### src/rtl/mem_arbiter.sv
// rtl/mem_arbiter.sv - shares one single-port memory between fetch (read-only) and data (read/write) requesters
// Data wins contention except when fetch has waited MAX_D_STREAK data grants; every transaction is time-bounded.
module mem_arbiter #(
  parameter int DWIDTH       = 32,
  parameter int AWIDTH_MEM   = 32,
  parameter int TIMEOUT      = 16,
  parameter int MAX_D_STREAK = 4
) (
  input  logic                  a_clk,
  input  logic                  a_rst,
  input  logic                  a_i_i_req,
  input  logic [AWIDTH_MEM-1:0] a_i_i_addr,
  output logic                  a_o_i_ack,
  output logic [DWIDTH-1:0]     a_o_i_rdata,
  input  logic                  a_i_d_req,
  input  logic                  a_i_d_we,
  input  logic [AWIDTH_MEM-1:0] a_i_d_addr,
  input  logic [DWIDTH-1:0]     a_i_d_wdata,
  output logic                  a_o_d_ack,
  output logic [DWIDTH-1:0]     a_o_d_rdata,
  output logic                  a_o_m_req,
  output logic                  a_o_m_we,
  output logic [AWIDTH_MEM-1:0] a_o_m_addr,
  output logic [DWIDTH-1:0]     a_o_m_wdata,
  input  logic                  a_i_m_ack,
  input  logic [DWIDTH-1:0]     a_i_m_rdata,
  output logic                  a_o_err,
  output logic                  a_o_busy
);

  localparam int TW = $clog2(TIMEOUT);
  localparam int SW = $clog2(MAX_D_STREAK + 1);
  localparam logic [TW-1:0] TMO_LAST   = TW'(TIMEOUT - 1);
  localparam logic [SW-1:0] STREAK_MAX = SW'(MAX_D_STREAK);

  localparam logic [1:0] S_IDLE   = 2'd0;
  localparam logic [1:0] S_BUSY_I = 2'd1;
  localparam logic [1:0] S_BUSY_D = 2'd2;
  localparam logic [1:0] S_RESP   = 2'd3;

  logic [1:0]            state_q, state_d;
  logic [TW-1:0]         tmo_q, tmo_d;
  logic [SW-1:0]         streak_q, streak_d;
  logic                  m_req_q, m_req_d;
  logic                  m_we_q, m_we_d;
  logic [AWIDTH_MEM-1:0] m_addr_q, m_addr_d;
  logic [DWIDTH-1:0]     m_wdata_q, m_wdata_d;
  logic                  i_ack_q, i_ack_d;
  logic [DWIDTH-1:0]     i_rdata_q, i_rdata_d;
  logic                  d_ack_q, d_ack_d;
  logic [DWIDTH-1:0]     d_rdata_q, d_rdata_d;
  logic                  err_q, err_d;
  logic                  busy_q, busy_d;

  logic grant_d;
  logic done;

  // Fetch overrides data only once data has won MAX_D_STREAK times in a row against it.
  assign grant_d = a_i_d_req && !(a_i_i_req && (streak_q == STREAK_MAX));
  assign done    = a_i_m_ack || (tmo_q == TMO_LAST);

  always_comb begin
    state_d   = state_q;
    tmo_d     = tmo_q;
    streak_d  = streak_q;
    m_req_d   = m_req_q;
    m_we_d    = m_we_q;
    m_addr_d  = m_addr_q;
    m_wdata_d = m_wdata_q;
    i_ack_d   = 1'b0;
    i_rdata_d = '0;
    d_ack_d   = 1'b0;
    d_rdata_d = '0;
    err_d     = 1'b0;

    case (state_q)
      S_IDLE: begin
        if (grant_d) begin
          state_d   = S_BUSY_D;
          tmo_d     = '0;
          m_req_d   = 1'b1;
          m_we_d    = a_i_d_we;
          m_addr_d  = a_i_d_addr;
          m_wdata_d = a_i_d_wdata;
          if (!a_i_i_req) begin
            streak_d = '0;
          end else if (streak_q != STREAK_MAX) begin
            streak_d = streak_q + SW'(1);
          end
        end else if (a_i_i_req) begin
          state_d   = S_BUSY_I;
          tmo_d     = '0;
          m_req_d   = 1'b1;
          m_we_d    = 1'b0;
          m_addr_d  = a_i_i_addr;
          m_wdata_d = '0;
          streak_d  = '0;
        end
      end
      S_BUSY_I, S_BUSY_D: begin
        if (done) begin
          state_d = S_RESP;
          m_req_d = 1'b0;
          m_we_d  = 1'b0;
          err_d   = !a_i_m_ack;
          if (state_q == S_BUSY_I) begin
            i_ack_d   = 1'b1;
            i_rdata_d = a_i_m_ack ? a_i_m_rdata : '0;
          end else begin
            d_ack_d   = 1'b1;
            d_rdata_d = (a_i_m_ack && !m_we_q) ? a_i_m_rdata : '0;
          end
        end else begin
          tmo_d = tmo_q + TW'(1);
        end
      end
      default: begin
        state_d = S_IDLE;
      end
    endcase

    busy_d = (state_d != S_IDLE);
  end

  always_ff @(posedge a_clk or posedge a_rst) begin
    if (a_rst) begin
      state_q   <= S_IDLE;
      tmo_q     <= '0;
      streak_q  <= '0;
      m_req_q   <= 1'b0;
      m_we_q    <= 1'b0;
      m_addr_q  <= '0;
      m_wdata_q <= '0;
      i_ack_q   <= 1'b0;
      i_rdata_q <= '0;
      d_ack_q   <= 1'b0;
      d_rdata_q <= '0;
      err_q     <= 1'b0;
      busy_q    <= 1'b0;
    end else begin
      state_q   <= state_d;
      tmo_q     <= tmo_d;
      streak_q  <= streak_d;
      m_req_q   <= m_req_d;
      m_we_q    <= m_we_d;
      m_addr_q  <= m_addr_d;
      m_wdata_q <= m_wdata_d;
      i_ack_q   <= i_ack_d;
      i_rdata_q <= i_rdata_d;
      d_ack_q   <= d_ack_d;
      d_rdata_q <= d_rdata_d;
      err_q     <= err_d;
      busy_q    <= busy_d;
    end
  end

  assign a_o_m_req   = m_req_q;
  assign a_o_m_we    = m_we_q;
  assign a_o_m_addr  = m_addr_q;
  assign a_o_m_wdata = m_wdata_q;
  assign a_o_i_ack   = i_ack_q;
  assign a_o_i_rdata = i_rdata_q;
  assign a_o_d_ack   = d_ack_q;
  assign a_o_d_rdata = d_rdata_q;
  assign a_o_err     = err_q;
  assign a_o_busy    = busy_q;

endmodule

### config.mk
export PLATFORM = sky130hd
export DESIGN_NAME = mem_arbiter
export DESIGN_NICKNAME = d
export VERILOG_FILES = /design/src/rtl/mem_arbiter.sv
export SDC_FILE = /design/constraint.sdc
export NUM_CORES = 1
export LEC_CHECK = 0
export ABC_CLOCK_PERIOD_IN_PS = 11300
export BUFFER_PORTS_ARGS = -buffer_cell sky130_fd_sc_hd__buf_4
export CAP_MARGIN = 0
export CORE_ASPECT_RATIO = 0.5
export CORE_MARGIN = 1
export CORE_UTILIZATION = 40
export DETAILED_ROUTE_END_ITERATION = 16
export GPL_TIMING_DRIVEN = 0
export MAX_ROUTING_LAYER = met4
export PLACE_DENSITY = 0.7
export RECOVER_POWER = 100
export SLEW_MARGIN = 20
export SYNTH_ARGS = -nofsm -noshare
export SYNTH_HDL_FRONTEND = slang
export SYNTH_SLANG_ARGS = --single-unit
export TNS_END_PERCENT = 1
### constraint.sdc
create_clock -name a_clk -period 11.3 [get_ports a_clk]
set_clock_uncertainty 0.2 [all_clocks]
set_input_delay 1.13 -clock a_clk [delete_from_list [all_inputs] [get_ports a_clk]]
set_output_delay 1.13 -clock a_clk [all_outputs]
set_load 0.02 [all_outputs]
Yosys cells after proc, flatten, opt, wreduce, memory -nomap -nowiden
Index checks and enable logic that the tools add are counted.
{ "word_totals": {"mem_bits_rw": 0, "latchBits": 0, "register_bits": 143, "romBits": 0, "output_inout_bits": 134, "mem_count": 0, "input_bits": 134} }
{ "op_classes": {"n_eq_ne": 9, "bitwise": 0, "muxes": 39, "magnitude_cmp": 0, "addsub": 2, "reduce_logical": 16, "shift": 0, "n_mul": 0, "n_div": 0} }
{ "op_table": {"columns": ["cell", "n"], "rows": [
  ["$mux W32", 12],
  ["$mux W1", 13],
  ["$mux W3", 4],
  ["$mux W4", 3],
  ["$reduce_and A3 Y1", 3],
  ["$pmux W4 S2", 1],
  ["$mux W2", 3],
  ["$ne A3 B3 Y1 const B", 2],
  ["$reduce_bool A2 Y1", 3],
  ["$add A4 B1 Y4 const B", 1],
  ["$eq A4 B4 Y1 const B", 1],
  ["$ne A2 B2 Y1 const B", 2],
  ["$pmux W1 S2", 2],
  ["$pmux W2 S2", 1],
  ["$add A3 B1 Y3 const B", 1],
  ["$eq A3 B3 Y1 const B", 1],
  ["$logic_and A1 B1 Y1", 3],
  ["$logic_not A1 Y1", 3],
  ["$ne A3 B2 Y1 const B", 1],
  ["$eq A2 B1 Y1 const B", 1],
  ["$eq A2 B2 Y1 const B", 1],
  ["$logic_not A2 Y1", 1],
  ["$reduce_and A2 Y1", 1],
  ["$reduce_or A2 Y1", 1],
  ["$logic_or A1 B1 Y1", 1]
]} }

Depth between registers and ports, before layout
Gate-level depths: netlist of run 1.
{ "logic_depth": {"word_depth": 7, "depth_mapped": 8, "depth_no_buf": 6} }

Least setup slack after synthesis of run 1
No wires, ideal clock.
{ "synth_path": {"kind": "input-to-reg", "from": "input a_i_i_req", "to": "register m_addr_q[10], in the netlist a_o_m_addr[10]", "arrival_ns": 1.972, "n_path_buf": 3, "stages": 7, "setup_slack_ns": 8.996, "t_required_ns": 10.968, "path_cell_list": "buf_4 -> nand3_2 -> nand2_4 -> buf_12 -> buf_12 -> mux2i_1 -> o21ai_1"} }
{ "synth_between": {"elab_chain_cells": 5} }
{ "synth_lines": {"columns": ["element", "line_no", "text"], "rows": [
  ["from (decl)", "11", "input logic a_i_i_req,"],
  ["$logic_and A1 B1 Y1", "59", "assign grant_d = a_i_d_req && !(a_i_i_req && (streak_q == STREAK_MAX));"],
  ["$logic_not A1 Y1", "59", null],
  ["$logic_and A1 B1 Y1", "59", null],
  ["$reduce_bool A2 Y1 (no line)", null, null],
  ["$reduce_and A2 Y1 (no line)", null, null],
  ["to (signal assigned)", "146", "m_addr_q <= m_addr_d;"],
  ["to (decl)", "46", "logic [AWIDTH_MEM-1:0] m_addr_q, m_addr_d;"]
]} }
Parallel ways exist; a longest one is shown, timed or not.
A chain may end at the register's enable or synchronous reset.

Worst setup path after layout of run 1
{ "layout_path": {"from": "input a_i_i_req", "to": "register m_addr_q[9], in the netlist a_o_m_addr[9]"} }
Same word-level chain as after synthesis.

==> run_results.csv, run 1 <==
group,metric,value,unit
run_status,status,"complete, but fails checks",
run_status,violations,"capacitance limit, slew limit",
grt,grt_pass1_vias,4687,
synthesis,synth_edf_count,0,
timing,clock.fmax,0.315,GHz
grt,grt_pass1_wl,23.7,mm
placement,place_ws,8690,ps
timing,finalWorstSetupSlack,8120,ps
layout,nets,933,
grt,gr-total-overflow,0,
pwr,seqPwrFrac,0.360,
cts,clkSlewWorstSetupHoldPaths,60,ps
placement,gp_congestion,0.816,
timing,rsz0062_at_grt,"no",
hold_path,min_path_cells,2,
hold_path,hold-path-endpoint,"a_o_m_addr[24]",
layout,diodes,0,
timing,fin_crit,3180,ps
routing,vias_per_cell,4.63,
pwr,switching_power,0.828,mW
pwr,p_int,1.29,mW
die,core-area,0.0137,mm2
timing,fin_setup_tns,0,ps
grt,antenna_found_initial,0,
worst_setup_path,timing.rr.start,"state_q[0]",
worst_setup_path,r2r_cells,7,
routing,drt_drc_violations_left,0,
worst_setup_path,worstPathArrival,3300,ps
cts,cts_tree,"done",
die,ios,268,
die,die_x,171,um
die,design.die.area,0.0148,mm2
placement,io_buffers,266,
layout,final_cell_mix,"clkbuf_1, dfrtp_1, buf_4, nand2_1, o21ai_0",
cts,htree_levels,4,
worst_setup_path,rrSetupSlack,8860,ps
timing,slew_viol_final,66,
synthesis,async_reset_ff_frac,1.00,
cts,cts.sinks,143,
synthesis,synth_area,0.00571,mm2
hold_path,worstHoldStart,"a_o_m_addr[24]",
cts,insertion_delay,400,ps
layout,fillers,1302,
routing,num_vias,4621,
timing,hold_viol,0,
placement,dp_hpwl,11.5,mm
timing,worst_pin_slew,2830,ps
synthesis,ys_seq_elements,143,
grt,track_usage,0.217,
cts,ctsResizeCount,0,
grt,grt_max_degree,79,
synthesis,avgSynthCellArea,11.3,um2
synthesis,mappedNetlistNets,647,
worst_setup_path,required,11420,ps
pwr,swShare,0.390,
run,drv_cap,1,
hold_path,holdCritPathClass,"reg -> reg",
synthesis,synthCells,507,
pwr,p_leak,3.87,nW
die,fp-row-count,30,
routing,wl_per_cell,15.4,um
pwr,comb_power_share,0.365,
pwr,p_clk_frac,0.276,
synthesis,synth_ff_type,"dfrtp_1",
synthesis,ys_seq_area_frac,0.626,
worst_setup_path,worst-setup-path-type,"in -> reg",
cts,cts-root-buf,"clkbuf_16",
timing,relSlewSlack,-0.900,
layout,drive_gt1_frac,0.220,
die,start_util,0.416,
layout,layout-area-overhead-vs-synth,41.0,%
timing,fin_crit_sh,0.281,
synthesis,synth_warnings,0,
routing,drt_iter0_drc,194,
worst_setup_path,cp-end-kind,"flop",
cts,clk_path_buf_depth,2,
pwr,ir_worst_vdd,102,uV
die,chipHeight,86.5,um
routing,finalWirelength,15.3,mm
cts,cts_hold_buffers,0,
pwr,power_density,263,mW/mm2
layout,multi_input_area,0.00187,mm2
layout,layout.cells.most_common,"clkbuf_1",
worst_setup_path,path_max_fanout,10,
routing,first_pass_iters,4,
synthesis,yosysUniqueCellTypes,44,
worst_setup_path,setup.worst_path.start_class,"input port",
timing,setup_violations,0,
routing,antenna_left,0,
worst_setup_path,r2r-end,"a_o_m_addr[9]",
cts,numCtsBuffers,17,
cts,post_cts_buffers,0,
layout,regArea,0.00358,mm2
==> per-layer routing <==
metal | GRT usage | part of all wire | vias to the layer above
met5 | - | 0 | -
met4 | 0.0682 | 0.010 | 0
met3 | 0.0484 | 0.053 | 16
met2 | 0.364 | 0.50 | 131
met1 | 0.264 | 0.43 | 2235
li1 | - | - | 2239
==> power by group through the flow <==
stage          sequential, mW  combinational [mW]  clock (mW)
2_1_floorplan           0.962               0.337           0
3_3_place_gp            0.769               0.923           0
3_5_place_dp            0.775               0.940           0
4_1_cts                 0.768               0.945       0.596
5_1_grt                 0.783               0.855       0.617
6_report                0.764               0.774       0.585
==> critical path, stage by stage <==
cell      delay, ps
clkbuf_1        200
o21ai_0         910
clkbuf_1        420
clkbuf_1        440
nand2_1         100
o21ai_0          90
==> worst max-delay path by stage <==
| stage | startpoint | end | slack [ps] | cells past startpoint |
|---|---|---|---|---|
| after floorplan | a_rst | a_o_busy | 6130 | 1 |
| after global placement | a_rst | a_o_m_wdata[20] | 4530 | 2 |
| after detailed placement | a_i_m_ack | a_o_d_rdata[14] | 8690 | 5 |
| after CTS | a_o_m_we | a_o_m_we | 8970 | 1 |
| after global routing | a_rst | a_o_i_rdata[8] | 7740 | 2 |
| final | a_i_i_req | a_o_m_addr[9] | 8120 | 6 |
==> synthesized netlist by cell type (2+ instances only) <==
master / number / area share
dfrtp_1: 143 / 0.63
inv_1: 7 / 0.0046
buf_6: 2 / 0.0039
nand2_1: 105 / 0.069
ha_1: 6 / 0.013
a21oi_1: 8 / 0.0070
nand3_2: 2 / 0.0035
nor2_1: 8 / 0.0053
nor3_1: 2 / 0.0018
buf_2: 7 / 0.0061
inv_2: 2 / 0.0013
mux2i_1: 32 / 0.056
and2_1: 65 / 0.071
a21o_1: 2 / 0.0026
clkbuf_1: 16 / 0.011
o21ai_0: 16 / 0.014
buf_12: 3 / 0.011
o21ai_1: 55 / 0.048
==> layout make-up <==
cell class,count,area share
flip-flops and latches,143,0.444
multi-input cells,325,0.233
repair buffers,267,0.188
clock buffers,21,0.0572
well taps,192,0.0298
plain buffers,30,0.0235
clock inverters,10,0.0200
inverters,9,0.00435
==> sequential cells by signal (all words and copies together), names as in the netlist, 2 cells and up <==
| signal | count |
|---|---|
| a_o_i_rdata | 32 |
| a_o_d_rdata | 32 |
| streak_q | 3 |
| a_o_m_addr | 32 |
| a_o_m_wdata | 32 |
| tmo_q | 4 |
| state_q | 2 |
==> through the flow <==
step	total power, mW	hold slack (ps)	instance area [um2]	util	instances
floorplan	1.30	281	5710	-	507
global placement	1.69	267	7950	0.579	965
detailed placement	1.72	272	7990	0.581	966
CTS	2.31	284	8610	0.627	997
global route	2.26	294	8060	0.586	997
finish	2.12	274	8060	0.586	997
==> logic make-up after synthesis <==
logic type,share of synthesized area
buffers and inverters,0.0409
multiplexers,0.0561
flip-flops,0.626
AND/OR/NAND/NOR,0.168
adder cells (fa/ha/maj),0.0131
AO/OA/AOI/OAI,0.0961
No activity file was read; power rests on OpenSTA's default activity.
==> inputs of run 2 (changes only) <==
--- a/config.mk
+++ b/config.mk
@@ -5,7 +5,7 @@
 export SDC_FILE = /design/constraint.sdc
 export NUM_CORES = 1
 export LEC_CHECK = 0
-export ABC_CLOCK_PERIOD_IN_PS = 11300
+export ABC_CLOCK_PERIOD_IN_PS = 2900
 export BUFFER_PORTS_ARGS = -buffer_cell sky130_fd_sc_hd__buf_4
 export CAP_MARGIN = 0
 export CORE_ASPECT_RATIO = 0.5
@@ -14,7 +14,7 @@
 export DETAILED_ROUTE_END_ITERATION = 16
 export GPL_TIMING_DRIVEN = 0
 export MAX_ROUTING_LAYER = met4
-export PLACE_DENSITY = 0.7
+export PLACE_DENSITY = 0.73
 export RECOVER_POWER = 100
 export SLEW_MARGIN = 20
 export SYNTH_ARGS = -nofsm -noshare
==> constraint.sdc (replaced) <==
create_clock -name a_clk -period 2.9 [get_ports a_clk]
set_clock_uncertainty 0.2 [all_clocks]
set_input_delay 0.29 -clock a_clk [delete_from_list [all_inputs] [get_ports a_clk]]
set_output_delay 0.29 -clock a_clk [all_outputs]
set_load 0.02 [all_outputs]
==> run_results.csv, run 2 (synthesis results as in run 1) <==
group,metric,value,unit
worst_setup_path,path_max_fanout,10,
placement,dp_hpwl,11.8,mm
die,fp-row-count,30,
grt,grt_pass1_vias,5527,
worst_setup_path,path_depth,9,
routing,wl_per_cell,16.1,um
grt,track_usage,0.256,
pwr,ir_worst_vdd,383,uV
worst_setup_path,cp_common_cell,"buf_12",
layout,diodes,0,
worst_setup_path,r2r_cells,9,
placement,gp_congestion,0.822,
cts,htree_levels,4,
routing,antenna_left,0,
cts,insertion_delay,400,ps
timing,slew_viol_final,0,
pwr,seqPwrFrac,0.359,
worst_setup_path,crit_family,"buffers and inverters",
placement,io_buffers,266,
pwr,comb_power_share,0.386,
routing,first_pass_iters,4,
cts,clkSlewWorstSetupHoldPaths,60,ps
die,chipHeight,86.5,um
routing,vias_per_cell,4.68,
worst_setup_path,worstPathArrival,2580,ps
hold_path,min_path_cells,3,
die,ios,268,
pwr,p_leak,4.35,nW
worst_setup_path,critPathSlowestCell,"dlygate4sd3_1",
die,start_util,0.416,
cts,cts.sinks,143,
cts,cts_tree,"done",
timing,worst_pin_slew,1230,ps
worst_setup_path,cp-end-kind,"flop",
routing,num_vias,5236,
layout,drive_gt1_frac,0.199,
worst_setup_path,crit_chain,"inv_1 > ha_1 > nand3_2 > nand2_1 > buf_12 > buf_12 > mux2i_1 > dlygate4sd3_1 > o21ai_0",
worst_setup_path,max_stage_delay,580,ps
routing,drt_drc_violations_left,0,
routing,drt_iter0_drc,287,
cts,ctsResizeCount,0,
pwr,switching_power,3.39,mW
pwr,p_clk_frac,0.255,
layout,final_cells,1118,
layout,final_cell_mix,"clkbuf_1, dfrtp_1, buf_4, dlygate4sd3_1, nand2_1",
cts,clk_path_buf_depth,2,
pwr,p_int,4.97,mW
timing,hold-worst-slack,10.4,ps
layout,layout-area-overhead-vs-synth,61.1,%
worst_setup_path,rrSetupSlack,380,ps
timing,setup_violations,0,
timing,finalWorstSetupSlack,384,ps
worst_setup_path,setup.worst_path.start_class,"flop",
timing,rsz0062_at_grt,"no",
placement,dp.cells,969,
grt,grt_max_degree,36,
run_status,status,"finished clean",
pwr,power_density,908,mW/mm2
pwr,swShare,0.405,
die,core-area,0.0137,mm2
die,die_x,171,um
grt,antenna_found_initial,0,
timing,fin_setup_tns,0,ps
layout,nets,1053,
worst_setup_path,required,2960,ps
timing,clock.fmax,0.397,GHz
worst_setup_path,worst-path-buf-inv,4,
run,drv_cap,0,
routing,finalWirelength,18.0,mm
worst_setup_path,worst-setup-path-type,"reg -> reg",
grt,gr-total-overflow,0,
grt,grt_pass1_wl,27.7,mm
die,design.die.area,0.0148,mm2
timing,relSlewSlack,0.173,
cts,numCtsBuffers,17,
placement,place_ws,730,ps
layout,final_util,0.670,
cts,cts-root-buf,"clkbuf_16",
hold_path,holdCritPathClass,"in -> reg",
timing,fin_crit_sh,0.868,
layout,layout.cells.most_common,"clkbuf_1",
timing,fin_crit,2520,ps
timing,hold_viol,0,
[run 2: area by class of cell]
cell class | instances | area, um2
tap | 192 | 240
multi-input combinational | 325 | 1880
inverter | 9 | 35.0
buffer | 30 | 185
sequential | 143 | 3580
clock inverter | 13 | 140
timing repair buffer | 387 | 2710
clock buffer | 19 | 443
fill | 1149 | 4530
[run 2: final timing paths]
kind	start	endpoint
max	streak_q[0]	a_o_m_addr[20]
min	a_i_d_addr[29]	a_o_m_addr[29]
max reg2reg	streak_q[0]	a_o_m_addr[20]
min reg2reg	a_o_m_addr[9]	a_o_m_addr[9]
max in group asynchronous	a_rst	a_o_d_rdata[20]
min in group asynchronous	a_rst	a_o_i_rdata[28]
[run 2: tightest hold or removal path, stage by stage]
cell and delay [ps]:
buf_4 80, mux2i_1 60, o21ai_0 140
[run 2: metal layers]
| layer | part of all wire | GRT usage | wire length (um) | vias up |
|---|---|---|---|---|
| li1 | - | - | - | 2476 |
| met1 | 0.41 | 0.291 | 7300 | 2553 |
| met2 | 0.52 | 0.432 | 9290 | 164 |
| met3 | 0.053 | 0.0543 | 948 | 43 |
| met4 | 0.024 | 0.128 | 439 | 0 |
| met5 | 0 | - | 0 | - |
[run 2: timing repair]
action,in CTS,in global routing
hold buffers,117,0
buffers inserted,0,0
endpoints found under the hold margin,142,0
[run 2: per-stage QoR]
step / power [mW] / cell area, um2
after detailed placement: 6.69 / 8040
after global routing: 8.88 / 9210
after CTS: 8.98 / 9800
after floorplan: 5.06 / 5720
after global placement: 6.59 / 7960
final: 8.36 / 9210
[run 2: power by group through the flow]
stage                     Combinational [mW]  Sequential (mW)  Clock, mW
after CTS                               3.82             3.00       2.17
after floorplan                         1.31             3.75          0
after global routing                    3.53             3.07       2.28
final                                   3.22             3.00       2.14
after global placement                  3.59             3.00          0
after detailed placement                3.67             3.03          0
